`config.mk`:
```
export PLATFORM = sky130hd
export DESIGN_NAME = mem_arbiter_flat
export DESIGN_NICKNAME = d
export VERILOG_FILES = /design/src/rtl/mem_arbiter_pkg.sv /design/src/rtl/mem_arbiter_if.sv /design/src/rtl/mem_arbiter_pick.sv /design/src/rtl/mem_arbiter.sv /design/src/flat_wrapper.sv
export SDC_FILE = /design/constraint.sdc
export NUM_CORES = 1
export LEC_CHECK = 0
export BUFFER_PORTS_ARGS = -buffer_cell sky130_fd_sc_hd__clkbuf_2
export CAP_MARGIN = 20
export CORE_MARGIN = 1
export CORE_UTILIZATION = 39
export CTS_CLUSTER_DIAMETER = 100
export CTS_CLUSTER_SIZE = 16
export DETAILED_ROUTE_END_ITERATION = 10
export PLACE_DENSITY = 0.78
export SKIP_CTS_REPAIR_TIMING = 1
export SLEW_MARGIN = 20
export SYNTH_ARGS = -nofsm -noshare
export SYNTH_HDL_FRONTEND = slang
export SYNTH_SLANG_ARGS = --single-unit
export TNS_END_PERCENT = 100
```
`constraint.sdc`:
```
create_clock -name clk -period 1.8 [get_ports clk]
set_clock_uncertainty 0.1 [all_clocks]
set_input_delay 0.09 -clock clk [delete_from_list [all_inputs] [get_ports clk]]
set_output_delay 0.09 -clock clk [all_outputs]
set_load 0.01 [all_outputs]
```
`src/rtl/mem_arbiter_pkg.sv`:
```
// Shared types and defaults for the instruction/data miss arbiter.
// Latency: n/a (types and constants only).
// Backpressure: n/a.
package mem_arbiter_pkg;

    localparam int MEM_LAT_DEF   = 4;
    localparam int BLK_WORDS_DEF = 8;

    typedef enum logic [1:0] {
        ARB_IDLE  = 2'd0,
        ARB_FILL  = 2'd1,
        ARB_WRITE = 2'd2,
        ARB_DONE  = 2'd3
    } arb_state_t;

    typedef enum logic {
        OWN_D = 1'b0,
        OWN_I = 1'b1
    } owner_t;

    // Fill counter spans issue phase plus memory latency without wrapping.
    function automatic int cnt_width(input int blk_words, input int mem_lat);
        return $clog2(blk_words + mem_lat);
    endfunction

endpackage

```
`src/rtl/mem_arbiter_if.sv`:
```
// Cache-side and memory-side signal bundle of the miss arbiter.
// Latency: n/a (wires only).
// Backpressure: requests are level-held until the matching done pulse.
// Ports: slave = arbiter view, master = caches + memory view.
interface mem_arbiter_if #(
    parameter int IDXW = 3
);
    // cache requests
    logic            i_req;
    logic [15:0]     i_addr;
    logic            d_req;
    logic            d_wr;
    logic [15:0]     d_addr;
    logic [15:0]     d_wdata;
    // memory port
    logic [15:0]     mem_rdata;
    logic            mem_en;
    logic            mem_wr;
    logic [15:0]     mem_addr;
    logic [15:0]     mem_wdata;
    // cache returns
    logic            i_busy;
    logic            d_busy;
    logic            i_fill_we;
    logic            d_fill_we;
    logic [IDXW-1:0] fill_idx;
    logic [15:0]     fill_data;
    logic            i_done;
    logic            d_done;

    modport slave (
        input  i_req, i_addr, d_req, d_wr, d_addr, d_wdata, mem_rdata,
        output mem_en, mem_wr, mem_addr, mem_wdata,
        output i_busy, d_busy, i_fill_we, d_fill_we, fill_idx, fill_data,
        output i_done, d_done
    );

    modport master (
        output i_req, i_addr, d_req, d_wr, d_addr, d_wdata, mem_rdata,
        input  mem_en, mem_wr, mem_addr, mem_wdata,
        input  i_busy, d_busy, i_fill_we, d_fill_we, fill_idx, fill_data,
        input  i_done, d_done
    );

endinterface

```
`src/rtl/mem_arbiter_pick.sv`:
```
// Grant selection between I and D miss requests; MEM_ARB_RR_EN selects round-robin ties.
// Latency: combinational.
// Backpressure: none; the caller only consumes the grant while idle.
// Ports: i_req_i/d_req_i requests, last_own_i last served owner, gnt_vld_o/gnt_own_o grant.
module mem_arb_pick
    import mem_arbiter_pkg::*;
(
    input  logic   i_req_i,
    input  logic   d_req_i,
    input  owner_t last_own_i,
    output logic   gnt_vld_o,
    output owner_t gnt_own_o
);

    always_comb begin
        gnt_vld_o = i_req_i | d_req_i;
        gnt_own_o = OWN_D;
`ifdef MEM_ARB_RR_EN
        if (i_req_i && d_req_i) begin
            // tie goes to whoever was not served last
            gnt_own_o = (last_own_i == OWN_D) ? OWN_I : OWN_D;
        end else if (i_req_i) begin
            gnt_own_o = OWN_I;
        end
`else
        if (!d_req_i && i_req_i) begin
            gnt_own_o = OWN_I;
        end
`endif
    end

`ifndef MEM_ARB_RR_EN
    // fixed priority has no use for history
    logic unused_last;
    assign unused_last = last_own_i;
`endif

endmodule

```
`src/rtl/mem_arbiter.sv`:
```
// Shares one fixed-latency memory between I-cache and D-cache miss handlers (block fill / write-through).
// Latency: fill done BLK_WORDS+MEM_LAT+1 cycles after accept, write done 2 cycles after accept.
// Backpressure: one transaction at a time; the losing/waiting requester sees busy until its done.
// Ports: clk, rst_n (async active-low), bus (mem_arbiter_if.slave). Option macro: MEM_ARB_RR_EN.
module mem_arbiter
    import mem_arbiter_pkg::*;
#(
    parameter int MEM_LAT   = MEM_LAT_DEF,
    parameter int BLK_WORDS = BLK_WORDS_DEF
) (
    input  logic          clk,
    input  logic          rst_n,
    mem_arbiter_if.slave  bus
);

    localparam int IDXW  = $clog2(BLK_WORDS);
    localparam int CNTW  = cnt_width(BLK_WORDS, MEM_LAT);
    localparam int BASEW = 16 - IDXW - 1;

    localparam logic [CNTW-1:0] BLK_C  = CNTW'(BLK_WORDS);
    localparam logic [CNTW-1:0] LAT_C  = CNTW'(MEM_LAT);
    localparam logic [CNTW-1:0] LAST_C = CNTW'(BLK_WORDS + MEM_LAT - 1);
    localparam logic [CNTW-1:0] ONE_C  = CNTW'(1);

    arb_state_t       state_q;
    logic [CNTW-1:0]  cnt_q;
    owner_t           owner_q;
    owner_t           last_q;
    logic [BASEW-1:0] base_q;

    logic   gnt_vld;
    owner_t gnt_own;

    mem_arb_pick u_pick (
        .i_req_i    (bus.i_req),
        .d_req_i    (bus.d_req),
        .last_own_i (last_q),
        .gnt_vld_o  (gnt_vld),
        .gnt_own_o  (gnt_own)
    );

    always_ff @(posedge clk or negedge rst_n) begin
        if (!rst_n) begin
            state_q <= ARB_IDLE;
            cnt_q   <= '0;
            owner_q <= OWN_D;
            last_q  <= OWN_D;
            base_q  <= '0;
        end else begin
            case (state_q)
                ARB_IDLE: begin
                    cnt_q <= '0;
                    if (gnt_vld) begin
                        owner_q <= gnt_own;
                        if (gnt_own == OWN_D) begin
                            base_q  <= bus.d_addr[15:IDXW+1];
                            state_q <= bus.d_wr ? ARB_WRITE : ARB_FILL;
                        end else begin
                            base_q  <= bus.i_addr[15:IDXW+1];
                            state_q <= ARB_FILL;
                        end
                    end
                end
                ARB_FILL: begin
                    if (cnt_q == LAST_C) begin
                        cnt_q   <= '0;
                        state_q <= ARB_DONE;
                    end else begin
                        cnt_q <= cnt_q + ONE_C;
                    end
                end
                ARB_WRITE: begin
                    state_q <= ARB_DONE;
                end
                ARB_DONE: begin
                    last_q  <= owner_q;
                    state_q <= ARB_IDLE;
                end
                default: begin
                    state_q <= ARB_IDLE;
                end
            endcase
        end
    end

    // Output decode from registered state/count; only the write path
    // forwards the (held-stable) D address and data directly.
    logic            mem_en;
    logic            mem_wr;
    logic [15:0]     mem_addr;
    logic [15:0]     mem_wdata;
    logic            fill_we;
    logic [IDXW-1:0] fill_idx;
    logic            done;

    always_comb begin
        mem_en    = 1'b0;
        mem_wr    = 1'b0;
        mem_addr  = '0;
        mem_wdata = '0;
        fill_we   = 1'b0;
        fill_idx  = '0;
        done      = 1'b0;
        case (state_q)
            ARB_FILL: begin
                if (cnt_q < BLK_C) begin
                    mem_en   = 1'b1;
                    mem_addr = {base_q, cnt_q[IDXW-1:0], 1'b0};
                end
                // word issued at count n returns at count n+MEM_LAT
                if (cnt_q >= LAT_C) begin
                    fill_we  = 1'b1;
                    fill_idx = IDXW'(cnt_q - LAT_C);
                end
            end
            ARB_WRITE: begin
                mem_en    = 1'b1;
                mem_wr    = 1'b1;
                mem_addr  = bus.d_addr;
                mem_wdata = bus.d_wdata;
            end
            ARB_DONE: begin
                done = 1'b1;
            end
            default: begin
                mem_en = 1'b0;
            end
        endcase
    end

    assign bus.mem_en    = mem_en;
    assign bus.mem_wr    = mem_wr;
    assign bus.mem_addr  = mem_addr;
    assign bus.mem_wdata = mem_wdata;
    assign bus.i_fill_we = fill_we & (owner_q == OWN_I);
    assign bus.d_fill_we = fill_we & (owner_q == OWN_D);
    assign bus.fill_idx  = fill_idx;
    assign bus.fill_data = bus.mem_rdata;
    assign bus.i_done    = done & (owner_q == OWN_I);
    assign bus.d_done    = done & (owner_q == OWN_D);

    // busy follows the request combinationally; forced low while reset is held
    assign bus.i_busy = bus.i_req & ~bus.i_done & rst_n;
    assign bus.d_busy = bus.d_req & ~bus.d_done & rst_n;

    // the I path only ever needs the block base
    logic unused_i_lo;
    assign unused_i_lo = ^bus.i_addr[IDXW:0];

endmodule

```
`src/flat_wrapper.sv`:
```
// flat-port wrapper written by rule: the top's interface ports become plain ports
module mem_arbiter_flat import mem_arbiter_pkg::*;
#(
    parameter int MEM_LAT   = MEM_LAT_DEF,
    parameter int BLK_WORDS = BLK_WORDS_DEF
)
  (clk, rst_n, bus_i_req, bus_i_addr, bus_d_req, bus_d_wr, bus_d_addr, bus_d_wdata, bus_mem_rdata, bus_mem_en, bus_mem_wr, bus_mem_addr, bus_mem_wdata, bus_i_busy, bus_d_busy, bus_i_fill_we, bus_d_fill_we, bus_fill_idx, bus_fill_data, bus_i_done, bus_d_done);
  mem_arbiter_if #(.IDXW(3)) bus_i ();
  input  logic clk;
  input  logic rst_n;
  input wire logic [$bits(bus_i.i_req)-1:0] bus_i_req;
  input wire logic [$bits(bus_i.i_addr)-1:0] bus_i_addr;
  input wire logic [$bits(bus_i.d_req)-1:0] bus_d_req;
  input wire logic [$bits(bus_i.d_wr)-1:0] bus_d_wr;
  input wire logic [$bits(bus_i.d_addr)-1:0] bus_d_addr;
  input wire logic [$bits(bus_i.d_wdata)-1:0] bus_d_wdata;
  input wire logic [$bits(bus_i.mem_rdata)-1:0] bus_mem_rdata;
  output wire logic [$bits(bus_i.mem_en)-1:0] bus_mem_en;
  output wire logic [$bits(bus_i.mem_wr)-1:0] bus_mem_wr;
  output wire logic [$bits(bus_i.mem_addr)-1:0] bus_mem_addr;
  output wire logic [$bits(bus_i.mem_wdata)-1:0] bus_mem_wdata;
  output wire logic [$bits(bus_i.i_busy)-1:0] bus_i_busy;
  output wire logic [$bits(bus_i.d_busy)-1:0] bus_d_busy;
  output wire logic [$bits(bus_i.i_fill_we)-1:0] bus_i_fill_we;
  output wire logic [$bits(bus_i.d_fill_we)-1:0] bus_d_fill_we;
  output wire logic [$bits(bus_i.fill_idx)-1:0] bus_fill_idx;
  output wire logic [$bits(bus_i.fill_data)-1:0] bus_fill_data;
  output wire logic [$bits(bus_i.i_done)-1:0] bus_i_done;
  output wire logic [$bits(bus_i.d_done)-1:0] bus_d_done;
  assign bus_i.i_req = bus_i_req;
  assign bus_i.i_addr = bus_i_addr;
  assign bus_i.d_req = bus_d_req;
  assign bus_i.d_wr = bus_d_wr;
  assign bus_i.d_addr = bus_d_addr;
  assign bus_i.d_wdata = bus_d_wdata;
  assign bus_i.mem_rdata = bus_mem_rdata;
  assign bus_mem_en = bus_i.mem_en;
  assign bus_mem_wr = bus_i.mem_wr;
  assign bus_mem_addr = bus_i.mem_addr;
  assign bus_mem_wdata = bus_i.mem_wdata;
  assign bus_i_busy = bus_i.i_busy;
  assign bus_d_busy = bus_i.d_busy;
  assign bus_i_fill_we = bus_i.i_fill_we;
  assign bus_d_fill_we = bus_i.d_fill_we;
  assign bus_fill_idx = bus_i.fill_idx;
  assign bus_fill_data = bus_i.fill_data;
  assign bus_i_done = bus_i.i_done;
  assign bus_d_done = bus_i.d_done;
  mem_arbiter #(.MEM_LAT(MEM_LAT), .BLK_WORDS(BLK_WORDS)) u_core (.clk(clk), .rst_n(rst_n), .bus(bus_i));
endmodule
```
### After elaboration in Yosys (flattened, before gate mapping)

Index checks and enable logic that the tools add are counted.

* ROM bits: 0
* memories kept: 0
* word-level logic and storage cells: 52
* RAM bits: 0
* latch bits: 0
* bits in registers: 19

* div/mod/pow operators: 0
* order comparisons: 2
* add/sub/neg operators: 2
* shifts and indexed selects: 0
* multiply operators: 0
* bitwise operators: 12
* reduce and logical (&&, ||, !) cells: 6
* mux-type cells: 20
* eq/ne operators: 6

Operator list (number)
* 16-bit two-way mux: 2
* 16-bit case mux with 2 select lines: 1
* 12-bit two-way mux: 1
* 1-bit bitwise AND: 8
* 2-bit two-way mux: 4
* 2-bit case mux with 4 select lines: 1
* 4-bit case mux with 2 select lines: 1
* 1-bit two-way mux: 6
* 3-bit two-way mux: 2
* 4-bit by 1-bit adder with 4-bit output, second input constant: 1
* 2-bit equality test, second input constant: 2
* 4-bit equality test, second input constant: 1
* 4-bit by 3-bit >= comparator with 1-bit output, second input constant: 1
* 4-bit < comparator, second input constant: 1
* 4-bit two-way mux: 1
* 2-bit by 1-bit != test with 1-bit output, second input constant: 2
* 2-bit AND reduction: 2
* 1-bit NOT: 3
* 3-bit subtractor, second input constant: 1
* 2-bit by 1-bit equality test with 1-bit output, second input constant: 1
* 2-bit zero test: 1
* 1-bit case mux with 2 select lines: 1
* 2-bit nonzero test: 1
* 1-bit logical AND: 1
* other kinds (2): 2

### Logic depth before layout (Yosys ltp)

Gate-level depths: netlist of the first run.

* depth in word-level cells: 6
* mapped depth: 7
* gate-level depth less buffers: 5

### Cells and area by module

A second synthesis of the first run with hierarchy kept.

* cells, all modules: 185
* area total of the unflattened synthesis: 1626.6 sq um

By module, submodules not included
* mem_arbiter: cells each 183, area each 1614.0 sq um, instances 1
* mem_arb_pick: cells each 2, area each 12.5 sq um, instances 1

### Worst setup path before layout of the first run

OpenSTA, ideal clock, no wires.

* path kind: register -> output
* from: register u_core.state_q[1]
* to: output port bus_mem_addr[10]
* cell stages (with the launch flop): 8
* arrival: 1460 ps
* setup slack: 150 ps
* required time: 1610 ps
* cells stage by stage: dfrtp_1 -> inv_1 -> ha_1 -> clkbuf_2 -> and2b_1 -> buf_2 -> a22oi_1 -> nor2_1

* longest elaborated chain between the ends: 2
* elaborated cells on any way between the ends: 3

Ends and longest elaborated chain
* start, declared: RTL line mem_arbiter.sv:25 `arb_state_t state_q;`
* start signal, assigned: RTL line mem_arbiter.sv:57 `state_q <= bus.d_wr ? ARB_WRITE : ARB_FILL;`
* 2-bit equality test / 2-bit by 1-bit equality test with 1-bit output (equally long branches): RTL line mem_arbiter.sv:104 `case (state_q)`
* 16-bit case mux with 2 select lines (*): RTL line mem_arbiter.sv:104
* end, declared: RTL line flat_wrapper.sv:20 `output wire logic [$bits(bus_i.mem_addr)-1:0] bus_mem_addr;`

Every way passes the cells marked *; elsewhere a longest branch is shown, timed or not.

### Final worst setup path of the first run

* from: register u_core.state_q[1]
* to: output port bus_mem_addr[8]

Same word-level chain as after synthesis.

==> flow_summary.json, run 1 <==
{
  "run_status": "complete, but fails checks",
  "violations": "setup timing",
  "finalWorstSetupSlack_ns": -0.0165,
  "synth_nets": 276,
  "cts_buffers": 3,
  "first_pass_iters": 4,
  "drv_slew": 0,
  "cts_root_buffer": "clkbuf_8",
  "finalInstanceArea_mm2": 0.00225,
  "min_period_ns": 1.82,
  "coreArea_mm2": 0.00377,
  "die_h_um": 65.8,
  "insertion_delay_ns": 0.25,
  "yosysWarningCount": 0,
  "grt_pass1_wl_mm": 6.81,
  "critPathCaptureType": "output port",
  "antenna_found_initial": 0,
  "p_leak_nw": 1.12,
  "grt_overflow": 0,
  "fin_cells": 333,
  "setup_viol": 4,
  "slew-limit-headroom_pct": 73.1,
  "port_buffers": 91,
  "track_usage_pct": 20.2,
  "drive_above_1_share_pct": 49.8,
  "arrival_ns": 1.63,
  "fin_crit_sh_pct": 101,
  "critical_path.startpoint_type": "flip-flop",
  "num_rows": 22,
  "synth.largest_area_cell": "dfrtp_1",
  "fillers": 348,
  "r2r_start": "u_core.state_q[1]$_DFFE_PN0P_",
  "dp_hpwl_mm": 3.34,
  "fmax_ghz": 0.551,
  "tightestPinTransition_ns": 0.403,
  "synth_sequential_area_ratio_pct": 30.0,
  "wirelength_mm": 4.60,
  "gp_congestion": 0.784,
  "diodes": 0,
  "drtIter0Drc": 36,
  "hp-class": "input port to flip-flop",
  "syn2layout_area_growth_pct": 41.8,
  "placed_area_mm2": 0.00202,
  "hold_path_depth": 2,
  "die_width_um": 65.8,
  "crit_start": "u_core.state_q[1]$_DFFE_PN0P_",
  "timing.rr.end": "u_core.cnt_q[3]$_DFFE_PN0P_",
  "required_ns": 1.61,
  "dieArea_mm2": 0.00432,
  "ys_seq_elements": 19,
  "dp_cells": 322,
  "grt_pass1_vias": 1536,
  "final.setup.tns_ns": -0.0316,
  "initial_core_util_pct": 42.0,
  "holdPathEnd": "u_core.owner_q$_DFFE_PN0P_",
  "dpl_worst_slack_ns": 0.0583,
  "hp-start": "bus_d_req",
  "synth_cells": 199,
  "powerDensity_mw_per_mm2": 1680,
  "power_w": 0.00377,
  "vias": 1754,
  "drc_errors": 0,
  "rr_worst_depth": 5,
  "seqCellArea_um2": 477,
  "crit_type": "flip-flop to output port",
  "ios": 128,
  "final_net_count": 363,
  "syn-cell-area_mm2": 0.00159,
  "rsz0062_at_grt": "true",
  "cts_tree": "built",
  "avgSynthCellArea_um2": 7.97,
  "grt_max_degree": 23,
  "synth_top_area_share_pct": 30.0,
  "synthTopCellsByArea": "dfrtp_1 30%, and2_1 8.7%, buf_4 7.6%, a22oi_1 7.1%, ha_1 6.3%",
  "ir_worst_vdd_uv": 944,
  "multi_input_area_mm2": 0.00102,
  "cts.clk_slew.worst_paths_ns": 0.07,
  "cts.path.max_buffers": 2,
  "reg2reg_slack_ns": 0.15,
  "hold_viol": 0,
  "worstPathMaxFanout": 6,
  "antenna_left": 0,
  "h-tree-depth": 1,
  "wl_per_cell_um": 13.8,
  "clock-sinks": 19,
  "ys_types": 26,
  "post_drt_via_cell_ratio": 5.27,
  "maxCapViolCount": 0
}
how the worst max path moves through the flow:
stage          cells after the start  slack (ns)                      endpoint
6_report                           7       -0.02               bus_mem_addr[8]
5_1_grt                            7       -0.09               bus_mem_addr[8]
4_1_cts                            7       -0.09              bus_mem_addr[13]
3_5_place_dp                       5        0.06  u_core.base_q[2]$_DFFE_PN0P_
3_3_place_gp                       5        0.16  u_core.base_q[7]$_DFFE_PN0P_
2_1_floorplan                      7        0.15              bus_mem_addr[10]
Yosys cell counts:
master / count
nor2b_1: 6
o22ai_1: 14
clkbuf_1: 6
buf_2: 6
and2_1: 22
nor2_1: 21
ha_1: 8
mux2i_1: 1
clkbuf_2: 1
a21oi_1: 14
a22oi_2: 1
dfrtp_1: 19
o21a_1: 1
clkinv_1: 1
mux2_1: 1
and2b_1: 1
xnor2_1: 1
buf_4: 16
a31o_2: 1
a22o_1: 1
nand3b_1: 13
nand2_1: 9
a22oi_1: 15
nand2b_1: 1
inv_1: 3
o21ai_0: 16
final cells by class:
| cell class | count | area share [%] |
|---|---|---|
| Tap cell | 48 | 2.67 |
| Clock inverter | 1 | 0.223 |
| Inverter | 4 | 0.668 |
| Sequential cell | 19 | 21.2 |
| Timing Repair Buffer | 111 | 27.9 |
| Multi-Input combinational cell | 147 | 45.5 |
| Clock buffer | 3 | 1.84 |
stage by stage:
step	util [%]	hold slack, ns
after floorplan	-	-0.306
after global placement	53.6	0.0135
after detailed placement	53.6	0.0152
after CTS	54.8	-0.254
after global routing	59.6	0.0318
final	59.6	0.0288
logic make-up (layout without fill, tap and decap cells):
family | Yosys count | count (layout) | synth area share, %
AND/OR/NAND/NOR | 73 | 73 | 25.2
adder cells (fa/ha/maj) | 8 | 8 | 6.31
buffers and inverters | 33 | 119 | 12.2
multiplexers | 2 | 2 | 1.34
flip-flops | 19 | 19 | 30.0
XOR/XNOR | 1 | 1 | 0.553
AO/OA/AOI/OAI | 63 | 63 | 24.5
critical path: stages, from the launching register on:
cell      delay, ns
dfrtp_1        0.42
inv_2          0.10
ha_4           0.16
and2b_2        0.22
buf_6          0.15
a22oi_2        0.14
nor2_1         0.06
clkbuf_2       0.12
layer usage:
metal | GRT usage [%] | part of all wire (%) | vias to the layer above
met5 | 0 | 0 | -
met4 | 5.16 | 1.1 | 0
met3 | 3.47 | 6.8 | 12
met2 | 36.0 | 50 | 71
met1 | 24.7 | 42 | 819
li1 | - | - | 852
sequential cells by signal, summed over array words and instances (netlist names):
register / cells
u_core.state_q: 2
u_core.cnt_q: 4
u_core.base_q: 12
u_core.owner_q: 1
power breakdown:
part           switching [W]  total (W)  internal [W]
Combinational        0.00137    0.00259       0.00122
Clock               0.000140   0.000293      0.000154
Sequential          0.000239   0.000887      0.000648
cells in the final DEF, fill, tap and decap left out, drive strengths merged, types with 4 or more instances in the layout:
cell type	count
a22oi	16
o22ai	14
and2	22
dfrtp	19
ha	8
nor2	21
nand2	9
buf	29
clkbuf	84
inv	4
nor2b	6
a21oi	14
nand3b	13
o21ai	16
No activity file was read; power rests on OpenSTA's default activity.
==> inputs of run 2 (changes only) <==
--- a/config.mk
+++ b/config.mk
@@ -8,7 +8,8 @@
 export BUFFER_PORTS_ARGS = -buffer_cell sky130_fd_sc_hd__clkbuf_2
 export CAP_MARGIN = 20
 export CORE_MARGIN = 1
-export CORE_UTILIZATION = 39
+export CORE_UTILIZATION = 37
+export CTS_BUF_LIST = sky130_fd_sc_hd__clkbuf_8
 export CTS_CLUSTER_DIAMETER = 100
 export CTS_CLUSTER_SIZE = 16
 export DETAILED_ROUTE_END_ITERATION = 10
==> constraint.sdc (replaced) <==
create_clock -name clk -period 1.6 [get_ports clk]
set_clock_uncertainty 0.1 [all_clocks]
set_input_delay 0.08 -clock clk [delete_from_list [all_inputs] [get_ports clk]]
set_output_delay 0.08 -clock clk [all_outputs]
set_load 0.01 [all_outputs]
==> run 2 against run 1 <==
Against the previous run:
- the flow still finishes with violations (setup timing)
- flip-flop and latch count did not move
- wire length rose by 15%
- sequential share of layout area fell by 2.6 points
- hold slack got worse by 0.0076 ns
- critical path depth fell by 1
- clock-buffer cell count did not move
- die area rose by 5.2%
- clock power rose by 16%
- largest cell class unchanged
- largest power group unchanged
- highest routed layer unchanged
==> flow_summary.json, run 2 (synthesized netlist as in run 1, its figures left out) <==
{
  "die_width_um": 67.5,
  "die_h_um": 67.5,
  "drc_errors": 0,
  "cts_tree": "built",
  "required_ns": 1.42,
  "p_leak_nw": 1.23,
  "cts.path.max_buffers": 2,
  "port_buffers": 91,
  "largest_registers": "u_core.base_q: 12 flops, u_core.cnt_q: 4 flops, u_core.state_q: 2 flops",
  "seqCellArea_um2": 475,
  "arrival_ns": 1.58,
  "syn2layout_area_growth_pct": 61.1,
  "top_register": "u_core.base_q",
  "cpPeakStageDelay_ns": 0.41,
  "grt_pass1_vias": 1558,
  "fin_crit_sh_pct": 110,
  "run_status": "complete, but fails checks",
  "cp.buffers_inverters": 2,
  "slew-limit-headroom_pct": 73.6,
  "final_common_cell": "clkbuf_2",
  "first_pass_iters": 4,
  "rsz0062_at_grt": "true",
  "grt_overflow": 0,
  "num_rows": 23,
  "final.setup.tns_ns": -3.42,
  "hold_viol": 0,
  "track_usage_pct": 20.1,
  "largest_reg_flops": 12,
  "critPathTopFamily": "flip-flops",
  "final_net_count": 371,
  "crit_chain": "buf_4, ha_4, and2b_4, a22oi_2, nor2_1, clkbuf_2",
  "critPathSlowestCell": "dfrtp_1",
  "powerDensity_mw_per_mm2": 1920,
  "dieArea_mm2": 0.00455,
  "ios": 128,
  "hp-class": "input port to flip-flop",
  "dp_hpwl_mm": 3.52,
  "dp_cells": 329,
  "tightestPinTransition_ns": 0.395,
  "grt_pass1_wl_mm": 6.91,
  "gp_congestion": 0.799,
  "cts_root_buffer": "clkbuf_8",
  "setup_viol": 39,
  "fillers": 346,
  "drv_slew": 0,
  "grt_max_degree": 22,
  "clock-sinks": 19,
  "antenna_left": 0,
  "crit_type": "flip-flop to output port",
  "ir_worst_vdd_uv": 1100,
  "drtIter0Drc": 52,
  "antenna_found_initial": 0,
  "vias": 1829,
  "coreArea_mm2": 0.00406,
  "diodes": 0,
  "h-tree-depth": 1,
  "initial_core_util_pct": 39.1,
  "finalWorstSetupSlack_ns": -0.159,
  "cts.clk_slew.worst_paths_ns": 0.08,
  "fin_util_pct": 62.9,
  "insertion_delay_ns": 0.26,
  "post_drt_via_cell_ratio": 5.33,
  "cts_buffers": 3,
  "worstPathMaxFanout": 8,
  "multi_input_area_mm2": 0.00110,
  "fin_cells": 343,
  "critical_path.startpoint_type": "flip-flop",
  "wl_per_cell_um": 15.4,
  "wirelength_mm": 5.29,
  "fmax_ghz": 0.568,
  "layout_common_cells": "66 x clkbuf_2, 23 x buf_6, 21 x nor2_1",
  "maxCapViolCount": 0,
  "drive_above_1_share_pct": 56.3,
  "critPathCaptureType": "output port",
  "violations": "setup timing",
  "min_period_ns": 1.76
}
-- run 2: cell count changes in the layout (fill, tap and decap cells not counted), moves of 2 or more --
cell,delta
buf_6,+18
and2_1,-17
and2_4,+17
clkbuf_2,-15
ha_1,-4
ha_4,+3
and2b_4,+2
buf_12,+2
buf_2,-2
clkbuf_16,+2
-- run 2: metal layers --
layer | routed length, um | part of all wire [%] | vias to the layer above | global-route usage (%)
met5 | 0 | 0 | - | 0
met4 | 30 | 0.57 | 0 | 6.12
met3 | 418 | 7.9 | 4 | 3.89
met2 | 2780 | 53 | 90 | 35.6
met1 | 2060 | 39 | 866 | 24.3
li1 | - | - | 869 | -
-- run 2: cell type report --
| class | count | area share, % |
|---|---|---|
| clock buffers | 3 | 1.62 |
| inverters | 4 | 0.686 |
| multi-input cells | 148 | 43.1 |
| well taps | 50 | 2.45 |
| flip-flops and latches | 19 | 18.6 |
| repair buffers | 118 | 33.4 |
| clock inverters | 1 | 0.196 |
-- run 2: worst min-delay path, cell delays in order --
cell,delay [ns]
clkbuf_2,0.10
o22ai_1,0.10
a21oi_1,0.06
-- run 2: where the power goes --
part           total, W  switching [W]  leakage [nW]  internal [W]
clock network  0.000341       0.000168        0.0255      0.000173
registers      0.000961       0.000235         0.228      0.000727
logic           0.00360        0.00174         0.976       0.00186
total           0.00490        0.00214          1.23       0.00276
-- run 2: per-stage QoR --
stage               worst slack [ns]  total power (W)  hold WS, ns  cell area, um2
CTS                           -0.332          0.00400       -0.278            2130
global placement              0.0335          0.00358     -0.00456            2090
global route                  -0.200          0.00529       0.0164            2550
detailed placement           -0.0402          0.00365      0.00133            2090
floorplan                     0.0129          0.00256       -0.316            1590
finish                        -0.159          0.00490       0.0212            2550
-- run 2: path summary, 6_finish.rpt --
kind	slack (ns)	from	cells after the start	to
max in group asynchronous	0.93	rst_n	3	u_core.base_q[4]$_DFFE_PN0P_
max reg2reg	-0.04	u_core.state_q[0]$_DFFE_PN0P_	7	u_core.base_q[6]$_DFFE_PN0P_
min reg2reg	0.51	u_core.cnt_q[1]$_DFFE_PN0P_	3	u_core.cnt_q[1]$_DFFE_PN0P_
min	0.02	bus_d_addr[15]	3	u_core.base_q[11]$_DFFE_PN0P_
min in group asynchronous	0.26	rst_n	3	u_core.owner_q$_DFFE_PN0P_
max	-0.16	u_core.state_q[0]$_DFFE_PN0P_	6	bus_mem_addr[13]
==> inputs of run 3 (changes only) <==
--- a/config.mk
+++ b/config.mk
@@ -7,13 +7,15 @@
 export LEC_CHECK = 0
 export BUFFER_PORTS_ARGS = -buffer_cell sky130_fd_sc_hd__clkbuf_2
 export CAP_MARGIN = 20
+export CELL_PAD_IN_SITES_DETAIL_PLACEMENT = 1
+export CELL_PAD_IN_SITES_GLOBAL_PLACEMENT = 2
 export CORE_MARGIN = 1
-export CORE_UTILIZATION = 37
+export CORE_UTILIZATION = 18
 export CTS_BUF_LIST = sky130_fd_sc_hd__clkbuf_8
 export CTS_CLUSTER_DIAMETER = 100
 export CTS_CLUSTER_SIZE = 16
 export DETAILED_ROUTE_END_ITERATION = 10
-export PLACE_DENSITY = 0.78
+export PLACE_DENSITY = 0.77
 export SKIP_CTS_REPAIR_TIMING = 1
 export SLEW_MARGIN = 20
 export SYNTH_ARGS = -nofsm -noshare
==> run 3 against run 2 <==
Against the previous run:
- the flow finishes with violations (hold timing, setup timing)
- first-iteration DRC count is 19% higher
- non-clock buffer count is 1 higher
- total power is 3.8% higher
- hold slack worse by 0.038 ns
- critical endpoint is now bus_mem_addr[14]
- highest routed layer unchanged
==> flow_summary.json, run 3 (synthesized netlist as in run 1, its figures left out) <==
{
  "run_status": "complete, but fails checks",
  "violations": "hold timing, setup timing",
  "die_width_um": 95.8,
  "wirelength_mm": 6.31,
  "cts_tree": "built",
  "num_rows": 33,
  "hold_path_depth": 2,
  "post_drt_via_cell_ratio": 4.48,
  "gp_congestion": 0.699,
  "final_common_cell": "clkbuf_2",
  "grt_pass1_vias": 1778,
  "h-tree-depth": 1,
  "ios": 128,
  "min_period_ns": 1.74,
  "drive_above_1_share_pct": 54.8,
  "cts_root_buffer": "clkbuf_8",
  "finalInstanceArea_mm2": 0.00262,
  "track_usage_pct": 12.5,
  "largest_reg_flops": 12,
  "fin_hold_ws_ns": -0.0165,
  "fillers": 1015,
  "p_leak_nw": 1.24,
  "grt_overflow": 0,
  "maxCapViolCount": 0,
  "cts.clk_slew.worst_paths_ns": 0.07,
  "placed_area_mm2": 0.00218,
  "crit_type": "flip-flop to output port",
  "setup_viol": 38,
  "cts_buffers": 3,
  "syn2layout_area_growth_pct": 65.4,
  "powerDensity_mw_per_mm2": 1940,
  "final_net_count": 372,
  "fmax_ghz": 0.575,
  "die_h_um": 95.8,
  "coreArea_mm2": 0.00838,
  "slew-limit-headroom_pct": 69.2,
  "drv_slew": 0,
  "insertion_delay_ns": 0.26,
  "final.setup.tns_ns": -4.30,
  "tightestPinTransition_ns": 0.462,
  "clock-sinks": 19,
  "grt_pass1_wl_mm": 8.87,
  "rsz0062_at_grt": "true",
  "dpl_worst_slack_ns": -0.0426,
  "critical_path.startpoint_type": "flip-flop",
  "dieArea_mm2": 0.00919,
  "port_buffers": 91,
  "hold_viol": 1,
  "dp_hpwl_mm": 4.44,
  "first_pass_iters": 4,
  "initial_core_util_pct": 18.9,
  "antenna_left": 0,
  "fin_cells": 399,
  "vias": 1788,
  "required_ns": 1.42,
  "wl_per_cell_um": 15.8,
  "drtIter0Drc": 62,
  "grt_max_degree": 19,
  "largest_registers": "u_core.base_q: 12 flops, u_core.cnt_q: 4 flops, u_core.state_q: 2 flops",
  "hp-class": "input port to flip-flop",
  "fin_crit_sh_pct": 109,
  "rr_worst_depth": 6,
  "ir_worst_vdd_uv": 472,
  "arrival_ns": 1.56,
  "drc_errors": 0,
  "layout_common_cells": "68 x clkbuf_2, 21 x nor2_1, 19 x buf_6, 19 x dfrtp_1, 18 x buf_4",
  "critPathCaptureType": "output port",
  "cts.path.max_buffers": 2,
  "antenna_found_initial": 0,
  "finalWorstSetupSlack_ns": -0.139,
  "top_register": "u_core.base_q",
  "dp_cells": 387,
  "diodes": 0,
  "worstPathMaxFanout": 8
}
-- run 3: cell count changes in the layout (fill, tap and decap cells not counted), sizes merged --
cell / change
clkbuf: +4
buf: -2
clkinv: -1
dlygate4sd3: -1
inv: +1
-- run 3: where the power goes --
| group | leakage, nW | switching, W | internal (W) |
|---|---|---|---|
| combinational | 0.990 | 0.00185 | 0.00197 |
| clock | 0.0269 | 0.000165 | 0.000171 |
| sequential | 0.228 | 0.000202 | 0.000727 |
| total | 1.24 | 0.00222 | 0.00287 |
-- run 3: stage by stage --
step	power, W	hold WS, ns	utilization (%)
after floorplan	0.00256	-0.316	-
after global placement	0.00374	-0.185	26.0
after detailed placement	0.00382	-0.185	26.0
after CTS	0.00418	-0.465	26.5
after global routing	0.00552	0.0207	31.3
final	0.00509	-0.0165	31.3
-- run 3: layout make-up --
| type | instances | area (um2) | area share (%) |
|---|---|---|---|
| inverters | 4 | 17.5 | 0.668 |
| repair buffers | 119 | 885 | 33.7 |
| flip-flops and latches | 19 | 475 | 18.1 |
| multi-input cells | 148 | 1070 | 40.7 |
| clock inverters | 1 | 3.75 | 0.143 |
| clock buffers | 3 | 41.3 | 1.58 |
| well taps | 105 | 131 | 5.01 |
-- run 3: final timing paths --
check	start	to	slack (ns)
max	u_core.state_q[0]$_DFFE_PN0P_	bus_mem_addr[14]	-0.14
min	bus_d_req	u_core.owner_q$_DFFE_PN0P_	-0.02
max reg2reg	u_core.state_q[0]$_DFFE_PN0P_	u_core.cnt_q[2]$_DFFE_PN0P_	-0.02
min reg2reg	u_core.base_q[3]$_DFFE_PN0P_	u_core.base_q[3]$_DFFE_PN0P_	0.50
max in group asynchronous	rst_n	u_core.base_q[0]$_DFFE_PN0P_	0.89
min in group asynchronous	rst_n	u_core.cnt_q[1]$_DFFE_PN0P_	0.06
-- run 3: routing by layer --
metal / part of all wire (%) / vias to the layer above / track usage [%]
li1: - / 876 / -
met1: 45 / 867 / 15.6
met2: 50 / 43 / 22.7
met3: 3.7 / 2 / 2.45
met4: 0.36 / 0 / 1.74
met5: 0 / - / 0
-- run 3: worst max-delay path, cell delays in order (launching register included) --
cell and delay, ns:
dfrtp_1 0.41, buf_4 0.15, ha_4 0.16, and2b_4 0.22, a22oi_1 0.19, nor2_1 0.06, clkbuf_2 0.12
